<file path="src/rtl/apb_req_master_if.sv">
// APB3 bus bundle between one initiator and one responder.
//   PADDR/PWDATA/PWRITE/PSEL/PENABLE : driven by the initiator (master modport)
//   PRDATA/PREADY/PSLVERR            : driven by the responder (slave modport)
`timescale 1ns/1ps
interface apb_req_master_if #(
  parameter int ADDR_WIDTH = 12
) ();
  logic [ADDR_WIDTH-1:0] PADDR;
  logic [31:0]           PWDATA;
  logic                  PWRITE;
  logic                  PSEL;
  logic                  PENABLE;
  logic [31:0]           PRDATA;
  logic                  PREADY;
  logic                  PSLVERR;

  modport master (
    output PADDR, PWDATA, PWRITE, PSEL, PENABLE,
    input  PRDATA, PREADY, PSLVERR
  );

  modport slave (
    input  PADDR, PWDATA, PWRITE, PSEL, PENABLE,
    output PRDATA, PREADY, PSLVERR
  );
endinterface

</file>
<file path="src/rtl/apb_req_master.sv">
// APB3 initiator: turns a single-outstanding request/response handshake into
// APB SETUP/ACCESS transfers, with PREADY wait states, PSLVERR reporting and
// an optional PREADY timeout that aborts a transfer to a hung responder.
//   HCLK, HRESETn      : clock (rising edge), asynchronous active-low reset
//   req_*              : request channel (valid/ready, addr, wdata, write)
//   rsp_*              : response channel (valid/ready, rdata, err, timeout)
//   apb (master)       : APB3 bus towards the responder
`timescale 1ns/1ps
module apb_req_master #(
  parameter int APB_ADDR_WIDTH = 12,
  parameter int TIMEOUT_CYCLES = 255
) (
  input  logic                      HCLK,
  input  logic                      HRESETn,
  input  logic                      req_valid,
  output logic                      req_ready,
  input  logic [APB_ADDR_WIDTH-1:0] req_addr,
  input  logic [31:0]               req_wdata,
  input  logic                      req_write,
  output logic                      rsp_valid,
  input  logic                      rsp_ready,
  output logic [31:0]               rsp_rdata,
  output logic                      rsp_err,
  output logic                      rsp_timeout,
  apb_req_master_if.master          apb
);

  typedef enum logic [1:0] {IDLE, SETUP, ACCESS, RESP} state_t;

  localparam bit          TO_EN   = (TIMEOUT_CYCLES != 0);
  // Counter value seen in the last permitted wait cycle; only meaningful when TO_EN.
  localparam logic [15:0] TO_LAST = 16'(TIMEOUT_CYCLES - 1);

  state_t                    state_q, state_d;
  logic [APB_ADDR_WIDTH-1:0] paddr_q, paddr_d;
  logic [31:0]               pwdata_q, pwdata_d;
  logic                      pwrite_q, pwrite_d;
  logic                      psel_q, psel_d;
  logic                      penable_q, penable_d;
  logic                      rsp_valid_q, rsp_valid_d;
  logic [31:0]               rsp_rdata_q, rsp_rdata_d;
  logic                      rsp_err_q, rsp_err_d;
  logic                      rsp_timeout_q, rsp_timeout_d;
  logic [15:0]               cnt_q, cnt_d;

  // NOTE: every output of this block is given a default first, so no path
  // leaves a signal unassigned and no latch is inferred.
  always_comb begin
    state_d       = state_q;
    paddr_d       = paddr_q;
    pwdata_d      = pwdata_q;
    pwrite_d      = pwrite_q;
    psel_d        = psel_q;
    penable_d     = penable_q;
    rsp_valid_d   = rsp_valid_q;
    rsp_rdata_d   = rsp_rdata_q;
    rsp_err_d     = rsp_err_q;
    rsp_timeout_d = rsp_timeout_q;
    cnt_d         = cnt_q;

    unique case (state_q)
      IDLE: begin
        if (req_valid) begin
          paddr_d  = req_addr;
          pwdata_d = req_wdata;
          pwrite_d = req_write;
          psel_d   = 1'b1;
          cnt_d    = '0;
          state_d  = SETUP;
        end
      end
      SETUP: begin
        penable_d = 1'b1;
        state_d   = ACCESS;
      end
      ACCESS: begin
        // PREADY is checked first so it wins over a simultaneous timeout.
        if (apb.PREADY) begin
          rsp_rdata_d   = pwrite_q ? 32'h0 : apb.PRDATA;
          rsp_err_d     = apb.PSLVERR;
          rsp_timeout_d = 1'b0;
          rsp_valid_d   = 1'b1;
          psel_d        = 1'b0;
          penable_d     = 1'b0;
          state_d       = RESP;
        end else begin
          cnt_d = cnt_q + 16'd1;
          if (TO_EN && cnt_q == TO_LAST) begin
            rsp_rdata_d   = 32'h0;
            rsp_err_d     = 1'b1;
            rsp_timeout_d = 1'b1;
            rsp_valid_d   = 1'b1;
            psel_d        = 1'b0;
            penable_d     = 1'b0;
            state_d       = RESP;
          end
        end
      end
      RESP: begin
        // rsp_rdata deliberately keeps its value after the handshake.
        if (rsp_ready) begin
          rsp_valid_d   = 1'b0;
          rsp_err_d     = 1'b0;
          rsp_timeout_d = 1'b0;
          state_d       = IDLE;
        end
      end
      default: state_d = IDLE;
    endcase
  end

  // NOTE: sequential state uses non-blocking assignments so every register
  // samples the pre-edge value of the others.
  always_ff @(posedge HCLK or negedge HRESETn) begin
    if (!HRESETn) state_q <= IDLE;
    else          state_q <= state_d;
  end

  always_ff @(posedge HCLK or negedge HRESETn) begin
    if (!HRESETn) begin
      paddr_q       <= '0;
      pwdata_q      <= '0;
      pwrite_q      <= 1'b0;
      psel_q        <= 1'b0;
      penable_q     <= 1'b0;
      rsp_valid_q   <= 1'b0;
      rsp_rdata_q   <= '0;
      rsp_err_q     <= 1'b0;
      rsp_timeout_q <= 1'b0;
      cnt_q         <= '0;
    end else begin
      paddr_q       <= paddr_d;
      pwdata_q      <= pwdata_d;
      pwrite_q      <= pwrite_d;
      psel_q        <= psel_d;
      penable_q     <= penable_d;
      rsp_valid_q   <= rsp_valid_d;
      rsp_rdata_q   <= rsp_rdata_d;
      rsp_err_q     <= rsp_err_d;
      rsp_timeout_q <= rsp_timeout_d;
      cnt_q         <= cnt_d;
    end
  end

  assign req_ready   = (state_q == IDLE);
  assign rsp_valid   = rsp_valid_q;
  assign rsp_rdata   = rsp_rdata_q;
  assign rsp_err     = rsp_err_q;
  assign rsp_timeout = rsp_timeout_q;

  assign apb.PADDR   = paddr_q;
  assign apb.PWDATA  = pwdata_q;
  assign apb.PWRITE  = pwrite_q;
  assign apb.PSEL    = psel_q;
  assign apb.PENABLE = penable_q;

endmodule

</file>
<file path="src/flat_wrapper.sv">
// flat-port wrapper written by rule: the top's interface ports become plain ports
module apb_req_master_flat 
#(
  parameter int APB_ADDR_WIDTH = 12,
  parameter int TIMEOUT_CYCLES = 255
)
  (HCLK, HRESETn, req_valid, req_ready, req_addr, req_wdata, req_write, rsp_valid, rsp_ready, rsp_rdata, rsp_err, rsp_timeout, apb_PADDR, apb_PWDATA, apb_PWRITE, apb_PSEL, apb_PENABLE, apb_PRDATA, apb_PREADY, apb_PSLVERR);
  apb_req_master_if #(.ADDR_WIDTH(12)) apb_i ();
  input  logic HCLK;
  input  logic HRESETn;
  input  logic req_valid;
  output logic req_ready;
  input  logic [APB_ADDR_WIDTH-1:0] req_addr;
  input  logic [31:0] req_wdata;
  input  logic req_write;
  output logic rsp_valid;
  input  logic rsp_ready;
  output logic [31:0] rsp_rdata;
  output logic rsp_err;
  output logic rsp_timeout;
  output wire logic [$bits(apb_i.PADDR)-1:0] apb_PADDR;
  output wire logic [$bits(apb_i.PWDATA)-1:0] apb_PWDATA;
  output wire logic [$bits(apb_i.PWRITE)-1:0] apb_PWRITE;
  output wire logic [$bits(apb_i.PSEL)-1:0] apb_PSEL;
  output wire logic [$bits(apb_i.PENABLE)-1:0] apb_PENABLE;
  input wire logic [$bits(apb_i.PRDATA)-1:0] apb_PRDATA;
  input wire logic [$bits(apb_i.PREADY)-1:0] apb_PREADY;
  input wire logic [$bits(apb_i.PSLVERR)-1:0] apb_PSLVERR;
  assign apb_PADDR = apb_i.PADDR;
  assign apb_PWDATA = apb_i.PWDATA;
  assign apb_PWRITE = apb_i.PWRITE;
  assign apb_PSEL = apb_i.PSEL;
  assign apb_PENABLE = apb_i.PENABLE;
  assign apb_i.PRDATA = apb_PRDATA;
  assign apb_i.PREADY = apb_PREADY;
  assign apb_i.PSLVERR = apb_PSLVERR;
  apb_req_master #(.APB_ADDR_WIDTH(APB_ADDR_WIDTH), .TIMEOUT_CYCLES(TIMEOUT_CYCLES)) u_core (.HCLK(HCLK), .HRESETn(HRESETn), .req_valid(req_valid), .req_ready(req_ready), .req_addr(req_addr), .req_wdata(req_wdata), .req_write(req_write), .rsp_valid(rsp_valid), .rsp_ready(rsp_ready), .rsp_rdata(rsp_rdata), .rsp_err(rsp_err), .rsp_timeout(rsp_timeout), .apb(apb_i));
endmodule
</file>
<file path="config.mk">
export PLATFORM = sky130hd
export DESIGN_NAME = apb_req_master_flat
export DESIGN_NICKNAME = d
export VERILOG_FILES = /design/src/rtl/apb_req_master_if.sv /design/src/rtl/apb_req_master.sv /design/src/flat_wrapper.sv
export SDC_FILE = /design/constraint.sdc
export NUM_CORES = 1
export LEC_CHECK = 0
export ABC_AREA = 1
export CORE_ASPECT_RATIO = 1.25
export CORE_UTILIZATION = 48
export CTS_CLUSTER_SIZE = 25
export DETAILED_ROUTE_END_ITERATION = 16
export DONT_BUFFER_PORTS = 1
export RECOVER_POWER = 100
export REMOVE_ABC_BUFFERS = 1
export SLEW_MARGIN = 15
export SYNTH_ARGS = -nofsm -noshare
export SYNTH_HDL_FRONTEND = slang
export SYNTH_SLANG_ARGS = --single-unit
</file>
<file path="constraint.sdc">
create_clock -name HCLK -period 2.1 [get_ports HCLK]
set_input_delay 0.42 -clock HCLK [delete_from_list [all_inputs] [get_ports HCLK]]
set_output_delay 0.42 -clock HCLK [all_outputs]
set_load 0.01 [all_outputs]
</file>
==> metrics.md, run 1 <==
| Metric | Value |
|---|---|
| Status | `finished, violations left` |
| Failing checks | `negative hold slack` |
| Fin util | `53.0%` |
| CTS root buf | `clkbuf_8` |
| Worst Skew | `11.0 ps` |
| Setup TNS | `0 ps` |
| PostCTS Resize Cnt | `0` |
| Detail Route Antenna Nets | `0` |
| Power Dens Cells | `1400 nW/um2` |
| Internal power | `3860 uW` |
| Post-synthesis cell area | `4360 um2` |
| Power Total | `6480 uW` |
| Post-Syn Instances | `530` |
| Die W | `87.2 um` |
| Share of layout cells above drive strength 1 | `7.52%` |
| # rows | `38` |
| Worst hold path type | `primary input to async pin` |
| Die height | `109 um` |
| Logic pwr share | `25.5%` |
| R2R depth | `10` |
| Worst Slack Setup Final | `300 ps` |
| Vias | `3,201` |
| # setup viols final | `0` |
| Relative slew margins | `67.6%` |
| Worst-path maximum fanout | `10` |
| I/O pin count | `166` |
| R2R setup slack | `300 ps` |
| Final nets | `616` |
| Grt ovf | `0` |
| Leak Pwr | `0.00251 uW` |
| Final WL | `9480 um` |
| Worst vdd ir | `656 uV` |
| Initial antenna violation count | `0` |
| Area Overhead vs Synth | `6.49%` |
| #FFs+latches synth | `100` |
| Synth top area cells | `dfrtp_1, nand2_1, nor2_1` |
| Final Hold Vio Count | `100` |
| Critical Path Source Type | `flop` |
| CP Capture Type | `flop` |
| All-Layer GR Usage | `21.7%` |
| Pin count of the biggest net entering global routing | `101` |
| Peak Freq | `555 MHz` |
| H-tree level count | `3` |
| Synth top area share | `57.4%` |
| Number of global-route vias before repair | `3,276` |
| Max cap viols | `0` |
| Hpwl dp | `6650 um` |
| Via/cell ratio | `4.91` |
| Clock share of power | `19.0%` |
| Placement Setup Slack | `283 ps` |
| WHS | `-259 ps` |
| Initial DRC count | `159` |
| P_sw | `2620 uW` |
| CTS Buf Count | `9` |
| Clock Sinks | `100` |
| Worst Setup Path Type | `flop to flop` |
| IO Port Bufs | `0` |
| Measured slew at the worst slew-check pin | `486 ps` |
| Tcrit/Tclk final | `85.7%` |
| Pins over their slew limit | `0` |
| Post-synthesis average cell area | `8.22 um2` |
| Reg power frac | `55.5%` |
| TritonCTS clock tree | `built` |
| Switching part of the total | `40.4%` |
| Ys Warns | `0` |
| Setup repair bufs after CTS | `0` |
| Most frequent cells in the layout | `nand2_1, dfrtp_1, nor2_1` |
| RSZ-0062 raised after global routing | `no` |
| Netlist cell types | `22` |
| First-pass GRT wire length | `15,600 um` |
| Clock Latency Late Sink | `360 ps` |
| Post-route DRC | `0` |
| Drt first pass iters | `4` |
| Routed wire length per instance | `14.5 um` |
| Worst path required time | `2390 ps` |
| ANT cells | `0` |
| RePlAce Congestion | `0.854` |
| Clock-pin slew on the worst setup and hold paths | `90 ps` |
| Overall die area | `9470 um2` |
| Clock Path Buffers | `2` |
| Leading area contributor after synthesis | `dfrtp_1` |
| Register area share after synthesis | `57.4%` |
| Crit path arrival time | `2090 ps` |
| Initial core utilization | `49.8%` |
| Most common cell after layout, fill and taps aside | `nand2_1` |
| Minimum clock period | `1800 ps` |
| Core Footprint | `8750 um2` |
-- metrics by stage --
step	cells	area (um2)	hold WS, ps
3_5_place_dp	636	4450	127
6_report	652	4640	-259
3_3_place_gp	636	4450	127
2_1_floorplan	513	4250	124
5_1_grt	652	4640	-280
4_1_cts	652	4650	-272
-- worst paths after layout --
check                                                   end                     startpoint
max                             u_core.cnt_q[9]$_DFFE_PN0P_  u_core.state_q[0]$_DFFE_PN0P_
min in group HCLK          u_core.apb.PWDATA[1]$_DFFE_PN0P_                   req_wdata[1]
max in group asynchronous       u_core.cnt_q[5]$_DFFE_PN0P_                        HRESETn
max reg2reg                     u_core.cnt_q[9]$_DFFE_PN0P_  u_core.state_q[0]$_DFFE_PN0P_
min reg2reg                   u_core.state_q[0]$_DFFE_PN0P_  u_core.state_q[0]$_DFFE_PN0P_
min                          u_core.rsp_timeout$_DFFE_PN0P_                        HRESETn
-- cells in the mapped netlist, drive strengths merged --
cell type and count:
nand3b 1, o21ai 6, clkbuf 4, inv 29
ha 6, or2 1, a21oi 9, nor3 3
dfrtp 100, nand3 14, nand2 299, nand4 5
o21bai 1, nor2 39, buf 13
-- sequential cells by signal, summed over array words and instances, names as in the netlist --
signal / cells
u_core.apb.PADDR: 12
u_core.apb.PENABLE: 1
u_core.apb.PSEL: 1
u_core.apb.PWDATA: 32
u_core.apb.PWRITE: 1
u_core.cnt_q: 16
u_core.rsp_err: 1
u_core.rsp_rdata: 32
u_core.rsp_timeout: 1
u_core.rsp_valid: 1
u_core.state_q: 2
-- per-layer routing --
metal  global-route usage, %  vias to the layer above  routed length [um]
met1                    25.4                     1458                3720
li1                        -                     1599                   -
met5                       0                        -                   0
met2                    35.5                      120                4680
met4                    12.1                        0                 337
met3                    6.56                       24                 736
-- logic make-up after synthesis --
family	share of synthesized area [%]
compound gates	1.89
simple gates	34.1
buf+inv	4.91
fa+ha+maj	1.72
flops	57.4
-- area by class of cell --
class | count | area [um2]
fillers | 897 | 4110
flip-flops and latches | 100 | 2500
inverters | 29 | 109
clock buffers | 13 | 149
repair buffers | 3 | 47.5
well taps | 120 | 150
multi-input cells | 384 | 1640
clock inverters | 3 | 46.3
-- critical path, stage by stage, from the launching register on --
cell,delay (ps)
dfrtp_1,410
inv_1,110
ha_1,400
inv_2,90
nand2_1,110
nand3_4,130
inv_1,150
nand3_1,110
nand2_1,80
nand2_1,40
nor2_1,90
-- power by group through the flow --
stage                     clock, uW  sequential [uW]  combinational, uW
after floorplan                   0             3440               1320
after detailed placement          0             3630               1700
final                          1230             3600               1650
after global placement            0             3640               1620
after CTS                      1270             3620               1690
after global routing           1330             3700               1980
No activity file was read; power rests on OpenSTA's default activity.
==> run 2: changes to the inputs <==
--- a/config.mk
+++ b/config.mk
@@ -8,6 +8,7 @@
 export ABC_AREA = 1
 export CORE_ASPECT_RATIO = 1.25
 export CORE_UTILIZATION = 48
+export CTS_BUF_LIST = sky130_fd_sc_hd__clkbuf_4
 export CTS_CLUSTER_SIZE = 25
 export DETAILED_ROUTE_END_ITERATION = 16
 export DONT_BUFFER_PORTS = 1
==> metrics.md, run 2 (synthesis results as in run 1) <==
| Metric | Value |
|---|---|
| Status | `finished, violations left` |
| Failing checks | `negative hold slack` |
| RSZ-0062 raised after global routing | `no` |
| Initial core utilization | `49.8% (unchanged)` |
| CTS Buf Count | `9 (unchanged)` |
| Crit path arrival time | `2180 ps (+90 ps)` |
| Minimum clock period | `1810 ps (+11.7 ps)` |
| WHS | `-346 ps (-86.8 ps)` |
| Peak Freq | `552 MHz (-0.65%)` |
| CTS root buf | `clkbuf_4` |
| Worst Slack Setup Final | `288 ps (-11.7 ps)` |
| Clock-pin slew on the worst setup and hold paths | `140 ps (+50 ps)` |
| # rows | `38 (unchanged)` |
| Pin count of the biggest net entering global routing | `101 (unchanged)` |
| P_sw | `2600 uW (-0.95%)` |
| Slowest cell on the critical path | `dfrtp_1` |
| FF/Latch Area | `2500 um2 (unchanged)` |
| Detail Route Antenna Nets | `0 (unchanged)` |
| IO Port Bufs | `0 (unchanged)` |
| Pins over their slew limit | `0 (unchanged)` |
| Initial antenna violation count | `0 (unchanged)` |
| Final nets | `616 (unchanged)` |
| Clock Latency Late Sink | `440 ps (+80 ps)` |
| Relative slew margins | `67.3% (-0.30 points)` |
| Reg power frac | `57.4% (+1.9 points)` |
| Max cap viols | `0 (unchanged)` |
| All-Layer GR Usage | `21.7% (+0.033 points)` |
| DP Area | `4450 um2 (unchanged)` |
| Tcrit/Tclk final | `86.3% (+0.56 points)` |
| Core Footprint | `8750 um2 (unchanged)` |
| Post-route DRC | `0 (unchanged)` |
| Clock Sinks | `100 (unchanged)` |
| Drt first pass iters | `5 (+1)` |
| ANT cells | `0 (unchanged)` |
| Via/cell ratio | `4.90 (-0.19%)` |
| Die W | `87.2 um (unchanged)` |
| First-pass GRT wire length | `15,600 um (+0.13%)` |
| Initial DRC count | `170 (+6.9%)` |
| Share of layout cells above drive strength 1 | `7.89% (+0.38 points)` |
| H-tree level count | `3 (unchanged)` |
| Worst hold path type | `primary input to async pin` |
| Worst vdd ir | `660 uV (+0.63%)` |
| Combined area of the multi-input logic cells | `1640 um2 (unchanged)` |
| TritonCTS clock tree | `built` |
| Number of global-route vias before repair | `3,284 (+0.24%)` |
| Final Hold Vio Count | `100 (unchanged)` |
| Critical Path Source Type | `flop` |
| Leak Pwr | `0.00249 uW (-0.74%)` |
| Worst-path maximum fanout | `13 (+3)` |
| I/O pin count | `166 (unchanged)` |
| Fill count | `900 (+0.33%)` |
| CP max stage delay | `430 ps (+20 ps)` |
| Setup repair bufs after CTS | `0 (unchanged)` |
| Power Dens Cells | `1370 nW/um2 (-2.2%)` |
| Most common cell after layout, fill and taps aside | `nand2_1` |
| Cell seen most often among critical-path stages | `inv_1` |
| Fin util | `52.4% (-0.63 points)` |
| Worst Setup Path Type | `flop to flop` |
| Clock share of power | `16.3% (-2.7 points)` |
| Hpwl dp | `6650 um (unchanged)` |
| Overall die area | `9470 um2 (unchanged)` |
| Grt ovf | `0 (unchanged)` |
| # setup viols final | `0 (unchanged)` |
| Worst Skew | `16.6 ps (+5.65 ps)` |
| Logic pwr share | `26.3% (+0.8 points)` |
| Vias | `3,195 (-0.19%)` |
| Worst r2r src | `u_core.state_q[0]$_DFFE_PN0P_` |
| Placement Setup Slack | `283 ps (unchanged)` |
| Setup TNS | `0 ps (unchanged)` |
| PostCTS Resize Cnt | `0 (unchanged)` |
| Most frequent cells in the layout | `nand2_1, dfrtp_1, nor2_1` |
| Fin area | `4590 um2 (-1.2%)` |
| Final WL | `9450 um (-0.27%)` |
| Worst path required time | `2470 ps (+80 ps)` |
| Switching part of the total | `41.4% (+1.0 points)` |
| Die height | `109 um (unchanged)` |
| Routed wire length per instance | `14.5 um (-0.27%)` |
| CP Capture Type | `flop` |
| R2R setup slack | `290 ps (about the same)` |
| RePlAce Congestion | `0.854 (unchanged)` |
| Clock Path Buffers | `2 (unchanged)` |
| Measured slew at the worst slew-check pin | `490 ps (+4.48 ps)` |
| Cells along the critical path | `inv_1 > ha_1 > nor2_1 > inv_1 > o21ai_0 > a21oi_1` |
| CP startpoint | `u_core.state_q[0]$_DFFE_PN0P_` |
| Area Overhead vs Synth | `5.23%` |
| Internal power | `3670 uW (-4.9%)` |
## run 2: changes by cell type in the layout (fill, tap and decap cells not counted), sizes merged
cell | previous run | this run
clkbuf | 14 | 13
clkinv | 1 | 2
## run 2: metrics by stage
step	std cells	total power, uW
detailed placement	636	5340
global placement	636	5260
finish	652	6270
global route	652	6800
CTS	652	6360
floorplan	513	4760
## run 2: final timing paths
kind,to,depth (start not counted)
min in group HCLK,u_core.apb.PADDR[10]$_DFFE_PN0P_,2
max reg2reg,u_core.cnt_q[6]$_DFFE_PN0P_,6
min reg2reg,u_core.cnt_q[2]$_DFFE_PN0P_,1
max in group asynchronous,u_core.cnt_q[5]$_DFFE_PN0P_,0
min,u_core.rsp_timeout$_DFFE_PN0P_,0
max,u_core.cnt_q[6]$_DFFE_PN0P_,6
## run 2: power groups by stage
stage	clock network [uW]	registers, uW	logic, uW
floorplan	0	3440	1320
global placement	0	3640	1620
detailed placement	0	3630	1700
CTS	1060	3610	1690
global route	1130	3700	1980
finish	1020	3600	1650
## run 2: worst max-delay path, delay by kind of cell, from the launching register on
kind                     cells  cell delay (ps)
buffers and inverters        2              440
AO/OA/AOI/OAI                2              360
adder cells (fa/ha/maj)      1              390
flip-flops                   1              430
AND/OR/NAND/NOR              1              130
## run 2: metal layers
| layer | global-route usage, % | routed length (um) |
|---|---|---|
| met1 | 25.5 | 3820 |
| met2 | 35.4 | 4650 |
| met3 | 8.17 | 718 |
| met4 | 9.60 | 271 |
| met5 | 0 | 0 |
## run 2: layout make-up
class | count | area share (%)
well taps | 120 | 3.27
multi-input cells | 384 | 35.7
inverters | 29 | 2.37
flip-flops and latches | 100 | 54.6
repair buffers | 3 | 1.04
clock inverters | 4 | 1.09
clock buffers | 12 | 1.96
==> run 3: changes to the inputs <==
--- a/config.mk
+++ b/config.mk
@@ -8,10 +8,11 @@
 export ABC_AREA = 1
 export CORE_ASPECT_RATIO = 1.25
 export CORE_UTILIZATION = 48
-export CTS_BUF_LIST = sky130_fd_sc_hd__clkbuf_4
+export CTS_BUF_LIST = sky130_fd_sc_hd__clkbuf_8
 export CTS_CLUSTER_SIZE = 25
 export DETAILED_ROUTE_END_ITERATION = 16
 export DONT_BUFFER_PORTS = 1
+export PLACE_DENSITY = 0.65
 export RECOVER_POWER = 100
 export REMOVE_ABC_BUFFERS = 1
 export SLEW_MARGIN = 15
==> constraint.sdc (replaced) <==
create_clock -name HCLK -period 1.55 [get_ports HCLK]
set_input_delay 0.31 -clock HCLK [delete_from_list [all_inputs] [get_ports HCLK]]
set_output_delay 0.31 -clock HCLK [all_outputs]
set_load 0.01 [all_outputs]
==> metrics.md, run 3 (synthesis results as in run 1) <==
| Metric | Value |
|---|---|
| Final nets | `644 (+4.5%)` |
| Final WL | `9790 um (+3.6%)` |
| TritonCTS clock tree | `built` |
| I/O pin count | `166 (unchanged)` |
| Clock Sinks | `100 (unchanged)` |
| Minimum clock period | `1500 ps (-312 ps)` |
| All-Layer GR Usage | `20.3% (-1.4 points)` |
| Pins over their slew limit | `0 (unchanged)` |
| RSZ-0062 raised after global routing | `yes` |
| WHS | `-373 ps (-27.4 ps)` |
| Post-route DRC | `0 (unchanged)` |
| FF-to-FF End | `u_core.rsp_rdata[11]$_DFFE_PN0P_` |
| Switching part of the total | `40.0% (-1.4 points)` |
| RePlAce Congestion | `0.820 (-4.0%)` |
| Worst path required time | `1850 ps (-620 ps)` |
| CP max stage delay | `400 ps (-30 ps)` |
| Hpwl dp | `6500 um (-2.2%)` |
| Via/cell ratio | `4.99 (+1.8%)` |
| Power Dens Cells | `1900 nW/um2 (+39%)` |
| Worst Setup Path Type | `flop to flop` |
| Detail Route Antenna Nets | `0 (unchanged)` |
| Peak Freq | `666 MHz (+21%)` |
| Internal power | `5770 uW (+57%)` |
| Cell seen most often among critical-path stages | `nand2_1` |
| # rows | `38 (unchanged)` |
| Worst vdd ir | `1000 uV (+52%)` |
| Die height | `109 um (unchanged)` |
| Initial DRC count | `199 (+17%)` |
| Share of layout cells above drive strength 1 | `17.3% (+9.4 points)` |
| Leak Pwr | `0.00267 uW (+7.2%)` |
| Die W | `87.2 um (unchanged)` |
| Number of global-route vias before repair | `3,433 (+4.5%)` |
| Vias | `3,393 (+6.2%)` |
| Status | `finished, violations left` |
| Slowest cell on the critical path | `dfrtp_1` |
| Clock Latency Late Sink | `370 ps (-70 ps)` |
| Max cap viols | `0 (unchanged)` |
| Failing checks | `negative hold slack` |
| CP Capture Type | `flop` |
| Worst Slack Setup Final | `49.5 ps (-238 ps)` |
| # setup viols final | `0 (unchanged)` |
| IO Port Bufs | `0 (unchanged)` |
| CTS root buf | `clkbuf_8` |
| Measured slew at the worst slew-check pin | `365 ps (-125 ps)` |
| ANT cells | `0 (unchanged)` |
| Critical Path Source Type | `flop` |
| Worst r2r src | `u_core.state_q[0]$_DFFE_PN0P_` |
| Logic pwr share | `30.8% (+4.5 points)` |
| H-tree level count | `3 (unchanged)` |
| Fin area | `5060 um2 (+10%)` |
| Grt ovf | `0 (unchanged)` |
| Fill count | `800 (-11%)` |
| Placement Setup Slack | `-87.4 ps (-371 ps)` |
| DP Area | `4660 um2 (+4.6%)` |
| Core Footprint | `8750 um2 (unchanged)` |
| CP top delay family | `buffers and inverters` |
| Drt first pass iters | `4 (-1)` |
| Initial core utilization | `49.8% (unchanged)` |
| First-pass GRT wire length | `14,900 um (-4.6%)` |
| R2R setup slack | `50 ps (-240 ps)` |
| Clock-pin slew on the worst setup and hold paths | `100 ps (-40 ps)` |
| Final Hold Vio Count | `100 (unchanged)` |
| Most frequent cells in the layout | `nand2_1, dfrtp_1, nor2_1` |
| Initial antenna violation count | `0 (unchanged)` |
| Relative slew margins | `75.5% (+8.2 points)` |
| Reg power frac | `50.5% (-6.9 points)` |
| Area Overhead vs Synth | `16.2%` |
| Pin count of the biggest net entering global routing | `101 (unchanged)` |
| Most common cell after layout, fill and taps aside | `nand2_1` |
| R2R depth | `8 (+2)` |
| Crit path arrival time | `1810 ps (-370 ps)` |
| Worst Skew | `16.8 ps (+0.158 ps)` |
| Routed wire length per instance | `14.4 um (-0.68%)` |
| Clock share of power | `18.7% (+2.4 points)` |
| Cells along the critical path | `inv_2 > ha_4 > nand2_2 > buf_4 > nor2_4 > clkbuf_16 > nand2_1 > nand2_1` |
| Worst hold path type | `primary input to async pin` |
| Worst-path maximum fanout | `16 (+3)` |
| Worst Path Buf+Inv | `3 (+1)` |
| CTS Buf Count | `9 (unchanged)` |
| Overall die area | `9470 um2 (unchanged)` |
| Clock Path Buffers | `2 (unchanged)` |
| P_sw | `3850 uW (+48%)` |
| Tcrit/Tclk final | `96.8% (+11 points)` |
[run 3: final cells by class]
type,count,area (um2),area share (%)
flip-flops and latches,100,2500,49.4
multi-input cells,385,1790,35.3
repair buffers,30,293,5.78
clock buffers,12,165,3.26
well taps,120,150,2.97
inverters,29,111,2.20
clock inverters,4,52.6,1.04
[run 3: worst max-delay path by stage]
| stage | slack, ps | depth (start not counted) | startpoint | endpoint |
|---|---|---|---|---|
| after detailed placement | -90 | 9 | u_core.state_q[1]$_DFFE_PN0P_ | u_core.cnt_q[14]$_DFFE_PN0P_ |
| after global routing | -70 | 9 | u_core.state_q[0]$_DFFE_PN0P_ | u_core.cnt_q[3]$_DFFE_PN0P_ |
| after CTS | 9 | 10 | u_core.state_q[1]$_DFFE_PN0P_ | u_core.cnt_q[13]$_DFFE_PN0P_ |
| after floorplan | -690 | 6 | u_core.state_q[0]$_DFFE_PN0P_ | u_core.apb.PADDR[0]$_DFFE_PN0P_ |
| after global placement | -70 | 8 | u_core.state_q[1]$_DFFE_PN0P_ | u_core.cnt_q[13]$_DFFE_PN0P_ |
| final | 50 | 8 | u_core.state_q[0]$_DFFE_PN0P_ | u_core.rsp_rdata[11]$_DFFE_PN0P_ |
[run 3: power groups by stage]
stage | Sequential [uW] | Combinational (uW) | Clock, uW
global route | 4990 | 3370 | 1940
finish | 4870 | 2960 | 1800
floorplan | 4660 | 1790 | 0
CTS | 4870 | 2830 | 1860
detailed placement | 4880 | 2680 | 0
global placement | 4880 | 2530 | 0
[run 3: per-layer routing]
| metal | global-route usage [%] | vias up | part of all wire [%] |
|---|---|---|---|
| li1 | - | 1660 | - |
| met3 | 4.66 | 18 | 6.1 |
| met2 | 35.9 | 131 | 51 |
| met1 | 23.1 | 1584 | 41 |
| met4 | 9.60 | 0 | 1.6 |
| met5 | 0 | - | 0 |
[run 3: stage by stage]
stage	TNS [ps]	cells	total power [uW]	util, %
6_report	0	680	9630	57.9
3_5_place_dp	-2210	660	7550	53.2
2_1_floorplan	-49370	513	6460	-
3_3_place_gp	-489	660	7410	53.2
5_1_grt	-944	680	10300	57.9
4_1_cts	0	678	9560	56.7
[run 3: timing repair]
action | 4_1_cts | 5_1_grt
hold endpoints to repair | 100 | 100
endpoints found under the setup margin | 46 | 53
gates resized for setup | 16 | 26
pin swaps | 1 | 8
cloned | 1 | 1
buffers inserted | 1 | 1
